<file path="config.mk">
export PLATFORM = sky130hd
export DESIGN_NAME = half_adder_core
export DESIGN_NICKNAME = d
export VERILOG_FILES = /design/src/rtl/half_adder_core.sv
export SDC_FILE = /design/constraint.sdc
export NUM_CORES = 1
export LEC_CHECK = 0
export CORE_AREA = 3 3 40 42
export CTS_BUF_LIST = sky130_fd_sc_hd__clkbuf_8
export DETAILED_ROUTE_END_ITERATION = 12
export DIE_AREA = 0 0 43 45
export PLACE_DENSITY = 0.3
export SLEW_MARGIN = 40
export SYNTH_ARGS = -nofsm -noshare
export SYNTH_HDL_FRONTEND = slang
export SYNTH_SLANG_ARGS = --single-unit
</file>
<file path="constraint.sdc">
create_clock -name in_clk -period 1.5 [get_ports in_clk]
set_clock_uncertainty 0.05 [all_clocks]
set_input_delay 0.3 -clock in_clk [delete_from_list [all_inputs] [get_ports in_clk]]
set_output_delay 0.3 -clock in_clk [all_outputs]
set_load 0.03 [all_outputs]
</file>
<file path="src/rtl/half_adder_core.sv">
// Multi-lane half adder: per lane {carry, sum} = a + b.
// Optionally registered with one-cycle latency and a valid qualifier.
module half_adder_core #(
  parameter int unsigned LANES      = 1,
  parameter bit          REGISTERED = 1'b1
) (
  input  logic             in_clk,
  input  logic             in_rst,
  input  logic             in_valid,
  input  logic [LANES-1:0] in_a,
  input  logic [LANES-1:0] in_b,
  output logic [LANES-1:0] out_s,
  output logic [LANES-1:0] out_c,
  output logic             out_valid
);

  logic [LANES-1:0] sum_w;
  logic [LANES-1:0] carry_w;

  // Lanes are independent: no carry ripples between bits.
  assign sum_w   = in_a ^ in_b;
  assign carry_w = in_a & in_b;

  if (REGISTERED) begin : g_reg
    logic [LANES-1:0] s_d, s_q;
    logic [LANES-1:0] c_d, c_q;
    logic             valid_d, valid_q;

    always_comb begin
      s_d     = s_q;
      c_d     = c_q;
      valid_d = in_valid;
      if (in_valid) begin
        s_d = sum_w;
        c_d = carry_w;
      end
    end

    // Reset wins over in_valid so an in-flight result is dropped.
    always_ff @(posedge in_clk) begin
      if (in_rst) begin
        s_q     <= '0;
        c_q     <= '0;
        valid_q <= 1'b0;
      end else begin
        s_q     <= s_d;
        c_q     <= c_d;
        valid_q <= valid_d;
      end
    end

    assign out_s     = s_q;
    assign out_c     = c_q;
    assign out_valid = valid_q;
  end else begin : g_comb
    logic unused_clk_rst;
    assign unused_clk_rst = in_clk ^ in_rst;

    assign out_s     = sum_w;
    assign out_c     = carry_w;
    assign out_valid = in_valid;
  end

endmodule

</file>
# After elaboration in Yosys (flattened, before gate mapping)
# Index checks and enable logic that the tools add are counted.
[totals] output_inout_bits=3 register_bits=3 in_bits=5 word_cells=5
[classes] bitwise_logic=2
[ops] operator="$and A1 B1 Y1" count=1
[ops] operator="$xor A1 B1 Y1" count=1

# Depth between registers and ports, before layout
# Gate-level depths: netlist of the first run.
[depth] ltp_word=1 mapped_depth=3 mapped_depth_nobuf=3

# Worst setup path before layout of the first run
# No wires, ideal clock.
[synth_timing] path_kind="input to register" from="input port in_a" to="register g_reg.s_q (netlist: out_s)" n_path_buf=0 required_time_ps=1335 path_stages=3 setup_ps=115 arrival_time_ps=725 setup_slack_ps=610 cell_sequence="ha_1 mux2i_1 nor2_1"
[synth_between] elab_chain_len=1
[synth_lines] element="start, declared" line="10" rtl="input logic [LANES-1:0] in_a,"
[synth_lines] element="$xor A1 B1 Y1" line="21" rtl="assign sum_w = in_a ^ in_b;"
[synth_lines] element="end signal, assigned" line="42" rtl="s_q <= '0;"
[synth_lines] element="end signal, assigned" line="46" rtl="s_q <= s_d;"
[synth_lines] element="end, declared" line="25" rtl="logic [LANES-1:0] s_d, s_q;"
# Every way passes these cells.
# A chain may end at the register's enable or synchronous reset.

# Worst setup path in the final report of the first run
[layout_timing] from="register g_reg.s_q (netlist: out_s)" to="output port out_s"
[layout_rtl] element="end, declared" line="12" rtl="output logic [LANES-1:0] out_s,"
# No word-level cell between the ends.

==> metrics.md, run 1 <==
| Metric | Value |
|---|---|
| Status | `completed` |
| CP cell instances | `dlygate4sd2_1` |
| Worst min path class | `flip-flop to flip-flop` |
| Starting DRT DRC Count | `0` |
| Top cells by area, synth | `dfxtp_1, mux2i_1, ha_1, nor2_1, nor2b_1` |
| Overflow after GRT | `0` |
| DRC Markers | `0` |
| PwrDens | `1480 mW/mm^2` |
| CP max stage delay | `400 ps` |
| Clk pwr share | `65.2%` |
| Tmin final | `1280 ps` |
| Placeable core area | `0.00128 mm^2` |
| WP depth | `1` |
| Mapped cell area | `106 um^2` |
| Placed cell area | `195 um^2` |
| Number of global-route vias before repair | `99` |
| Synth top area share | `56.5%` |
| Sw frac | `20.6%` |
| Cell leakage power | `0.114 nW` |
| Max FO, Critical Path | `2` |
| Clk slew on worst S/H paths | `30 ps` |
| Tot GR Track Use | `3.99%` |
| Dpl cells | `31` |
| Max-Cap Viols | `0` |
| CTS Buffer Depth | `2` |
| Post-synth cell types | `5` |
| Actual slew at the worst max-slew pin | `309 ps` |
| Worst r2r path cells | `2` |
| CTS tree | `built` |
| CTS resizes | `3` |
| CP endpoint kind | `primary output` |
| Fmax | `0.782 GHz` |
| Die width | `43 um` |
| Count of hold-fix buffers inserted at cts | `0` |
| Area of the multi-input gates | `46.3 um^2` |
| Worst setup SP type | `flip-flop` |
| Worst Hold Depth | `2` |
| Setup Buffers After CTS | `0` |
| Share of layout cells above drive strength 1 | `15.0%` |
| FILL cells | `149` |
| Post-route ant nets | `0` |
| Cell Count, Final, Fillers Out | `35` |
| Root buf cell | `clkbuf_8` |
| Worst vdd ir | `0.000171 V` |
| Layout Nets | `27` |
| First-pass GRT wire length | `420 um` |
| Combinational power share | `10.0%` |
| Hold WS | `435 ps` |
| Die height | `45 um` |
| Average vias per placed instance | `2.91` |
| Internal | `277 uW` |
| Final hold vios | `0` |
| Area Growth Syn to Fin | `122%` |
| Data arrival, critical path | `930 ps` |
| H-tree depth | `1` |
| P_sw | `72.0 uW` |
| WP data required | `1150 ps` |
| Final setup fails | `0` |
| Clock Sinks | `3` |
| Design area | `236 um^2` |
| Yosys warns | `0` |
| Commonest non-fill, non-tap cells in the layout | `clkdlybuf4s50_1, clkbuf_8, dfxtp_1, dlygate4sd2_1` |
| Seq pwr share | `24.8%` |
| Slew Limit Headroom | `79.5%` |
| Syn nets | `15` |
| Area leader, netlist | `dfxtp_1` |
| Number of synthesized register bits | `3` |
| Sequential fraction of the synthesis area | `56.5%` |
| Syn Area/Cell | `11.8 um^2` |
| Delay-heaviest family, CP | `buffers and inverters` |
| Commonest non-fill, non-tap cell in the layout | `clkdlybuf4s50_1` |
| Register area | `60.1 um^2` |
| Worst path bufs/invs | `1` |
| Clk Latency, worst-skew pair | `210 ps` |
| Post-DP HPWL | `168 um` |
| Io pins | `8` |
| PortBufs | `7` |
| Setup_tns | `0 ps` |
| Wirelength per Cell | `6.89 um` |
| Routed wire length | `241 um` |
| Detailed-route via count | `102` |
| Post-Synthesis Cells | `9` |
| Drt pass-1 iters | `1` |
| Pre-CTS setup slack | `152 ps` |
| RSZ-0062 raised after global routing | `false` |
| Initial core utilization | `8.28%` |
| CTS Buf Count | `3` |
| Post-route setup slack | `222 ps` |
| Kind of critical path | `flip-flop to primary output` |
| Tcrit/Tclk final | `85.2%` |
| Largest net degree at the start of global routing | `4` |
| Slowest CP cell | `dlygate4sd2_1` |
| Row Count | `13` |
| Initial antenna violation count | `0` |
| Max-slew violations | `0` |
| Die area | `0.00194 mm^2` |
| Final GP Congestion | `0.637` |
| N_diodes | `0` |
[synth_stat cells, drive strengths merged]
library cell and n:
dfxtp 3, mux2i 2, nor2 2, ha 1
nor2b 1
[layer usage]
layer  wire length [um]  vias up  track usage, %
met5                  0        -               0
met4                 20        0            7.23
met3                 41        3            4.78
met2                 91        8            3.89
met1                 86       40            2.64
li1                   -       51               -
[path summary, 6_finish.rpt]
check | slack (ps) | from | end
worst min register to register | 440 | out_c$_SDFFE_PP0P_ | out_c$_SDFFE_PP0P_
worst max register to register | 880 | out_c$_SDFFE_PP0P_ | out_c$_SDFFE_PP0P_
worst min-delay path | 440 | out_c$_SDFFE_PP0P_ | out_c$_SDFFE_PP0P_
worst max-delay path | 220 | out_s$_SDFFE_PP0P_ | out_s
[cell families (layout without fill, tap and decap cells)]
kind of cell | after synthesis | count (layout) | share of synthesized area (%)
fa+ha+maj | 1 | 1 | 11.8
flops | 3 | 3 | 56.5
buf+inv | 0 | 11 | 0
mux | 2 | 2 | 18.8
simple gates | 3 | 3 | 12.9
[registers in the layout, indices dropped and copies added, names as in the netlist]
register and cells:
out_c 1, out_valid 1, out_s 1
[area by class of cell]
| type | instances | area share [%] |
|---|---|---|
| sequential | 3 | 25.4 |
| timing repair buffer | 7 | 28.0 |
| clock inverter | 1 | 1.59 |
| multi-input combinational | 6 | 19.6 |
| clock buffer | 3 | 17.5 |
| tap | 15 | 7.94 |
[power by group through the flow]
stage / sequential (mW) / clock, mW / combinational [mW]
4_1_cts: 0.0867 / 0.236 / 0.0356
5_1_grt: 0.0871 / 0.250 / 0.0385
6_report: 0.0866 / 0.228 / 0.0349
3_5_place_dp: 0.0881 / 0 / 0.0384
2_1_floorplan: 0.0970 / 0 / 0.00714
3_3_place_gp: 0.0878 / 0 / 0.0392
[per-stage QoR]
step | utilization [%] | power [mW]
2_1_floorplan | - | 0.104
3_3_place_gp | 15.2 | 0.127
3_5_place_dp | 15.2 | 0.126
4_1_cts | 18.4 | 0.358
5_1_grt | 18.4 | 0.375
6_report | 18.4 | 0.349
No activity file was read; power rests on OpenSTA's default activity.
==> run 2, diff against run 1 <==
- DONT_BUFFER_PORTS: unset -> 1
- SLEW_MARGIN: 40 -> 20
==> metrics.md, run 2 (synthesized netlist as in run 1, its figures left out) <==
| Metric | Value |
|---|---|
| H-tree depth | `1` |
| PortBufs | `0` |
| Area Growth Syn to Fin | `60.0%` |
| Design area | `170 um^2` |
| Worst vdd ir | `0.000205 V` |
| Worst Hold End | `out_s$_SDFFE_PP0P_` |
| Met2 wire length | `94 um` |
| Post-route ant nets | `0` |
| R2R setup slack | `680 ps` |
| Hold WS | `101 ps` |
| CTS Buffer Depth | `2` |
| WL met1 | `74 um` |
| Final hold vios | `0` |
| Clock Sinks | `3` |
| Data arrival, critical path | `720 ps` |
| Tcrit/Tclk final | `71.2%` |
| Starting DRT DRC Count | `0` |
| Final setup fails | `0` |
| Layout Nets | `20` |
| Max-slew violations | `0` |
| Row Count | `13` |
| Worst min path class | `input pin to flip-flop` |
| Die height | `45 um` |
| CTS resizes | `0` |
| Setup Buffers After CTS | `0` |
| Wirelength per Cell | `8.61 um` |
| CTS tree | `built` |
| Kind of critical path | `flip-flop to primary output` |
| Max FO, Critical Path | `2` |
| Root buf cell | `clkbuf_8` |
| Worst r2r src | `out_s$_SDFFE_PP0P_` |
| Tmin final | `1070 ps` |
| Count of hold-fix buffers inserted at cts | `0` |
| PwrDens | `1960 mW/mm^2` |
| Dpl cells | `24` |
| CP endpoint kind | `primary output` |
| Placed cell area | `125 um^2` |
| Routed wire length | `241 um` |
| Clk slew on worst S/H paths | `30 ps` |
| Initial core utilization | `8.28%` |
| Worst min-delay path startpoint | `in_rst` |
| CTS Buf Count | `3` |
| Die width | `43 um` |
| Top Metal Used | `met4` |
| RSZ-0062 raised after global routing | `false` |
| Placeable core area | `0.00128 mm^2` |
| Post-route setup slack | `432 ps` |
| Tot GR Track Use | `3.24%` |
| Overflow after GRT | `0` |
| Fmax | `0.936 GHz` |
| Cell leakage power | `0.0769 nW` |
| Initial antenna violation count | `0` |
| Pre-CTS setup slack | `564 ps` |
| Final GP Congestion | `0.567` |
| Largest net degree at the start of global routing | `4` |
| N_diodes | `0` |
| Actual slew at the worst max-slew pin | `329 ps` |
| Commonest non-fill, non-tap cells in the layout | `clkbuf_8, dfxtp_1, mux2i_1, nor2_1` |
| Max-Cap Viols | `0` |
| Die area | `0.00194 mm^2` |
| First-pass GRT wire length | `324 um` |
| Cell Count, Final, Fillers Out | `28` |
| WP data required | `1150 ps` |
| Share of layout cells above drive strength 1 | `23.1%` |
| Reg2reg end | `out_s$_SDFFE_PP0P_` |
| Setup_tns | `0 ps` |
| Drt pass-1 iters | `1` |
| Worst Hold Depth | `1` |
| Worst r2r path cells | `2` |
| Detailed-route via count | `87` |
| Worst setup SP type | `flip-flop` |
| Io pins | `8` |
| DRC Markers | `0` |
| Slew Limit Headroom | `78.0%` |
| Average vias per placed instance | `3.11` |
| DR WL met3 | `43 um` |
| Clk Latency, worst-skew pair | `220 ps` |
| Status | `completed` |
| Number of global-route vias before repair | `86` |
-- run 2: worst max path at each step --
| stage | slack (ps) | to | cells past startpoint | start |
|---|---|---|---|---|
| 3_3_place_gp | 590 | out_s$_SDFFE_PP0P_ | 3 | in_a |
| 2_1_floorplan | 610 | out_s$_SDFFE_PP0P_ | 3 | in_a |
| 4_1_cts | 420 | out_c | 0 | out_c$_SDFFE_PP0P_ |
| 3_5_place_dp | 560 | out_s$_SDFFE_PP0P_ | 3 | in_a |
| 6_report | 430 | out_s | 0 | out_s$_SDFFE_PP0P_ |
| 5_1_grt | 410 | out_s | 0 | out_s$_SDFFE_PP0P_ |
-- run 2: routing by layer --
metal  GRT usage (%)  vias to the layer above
met5               0                        -
met4            9.04                        0
met3            3.19                        4
met2            2.99                        9
met1            1.44                       36
li1                -                       38
-- run 2: layout make-up --
| cell class | count | area (um^2) |
|---|---|---|
| fillers | 147 | 1110 |
| clock buffers | 3 | 41.3 |
| clock inverters | 1 | 3.75 |
| well taps | 15 | 18.8 |
| flip-flops and latches | 3 | 60.1 |
| multi-input cells | 6 | 46.3 |
-- run 2: through the flow --
step                      power (mW)  util, %
after detailed placement       0.106     9.74
final                          0.333     13.2
after global routing           0.351     13.2
after global placement         0.106     9.74
after floorplan                0.104        -
after CTS                      0.338     13.2
-- run 2: power breakdown --
group | total [mW] | internal (mW) | switching (mW)
Sequential | 0.0966 | 0.0850 | 0.0115
Clock | 0.228 | 0.174 | 0.0541
Combinational | 0.00809 | 0.00514 | 0.00295
-- run 2: worst register-to-register path, cell delays in order (launching register included) --
cell and delay (ps):
dfxtp_1 500, mux2i_1 120, nor2_1 90
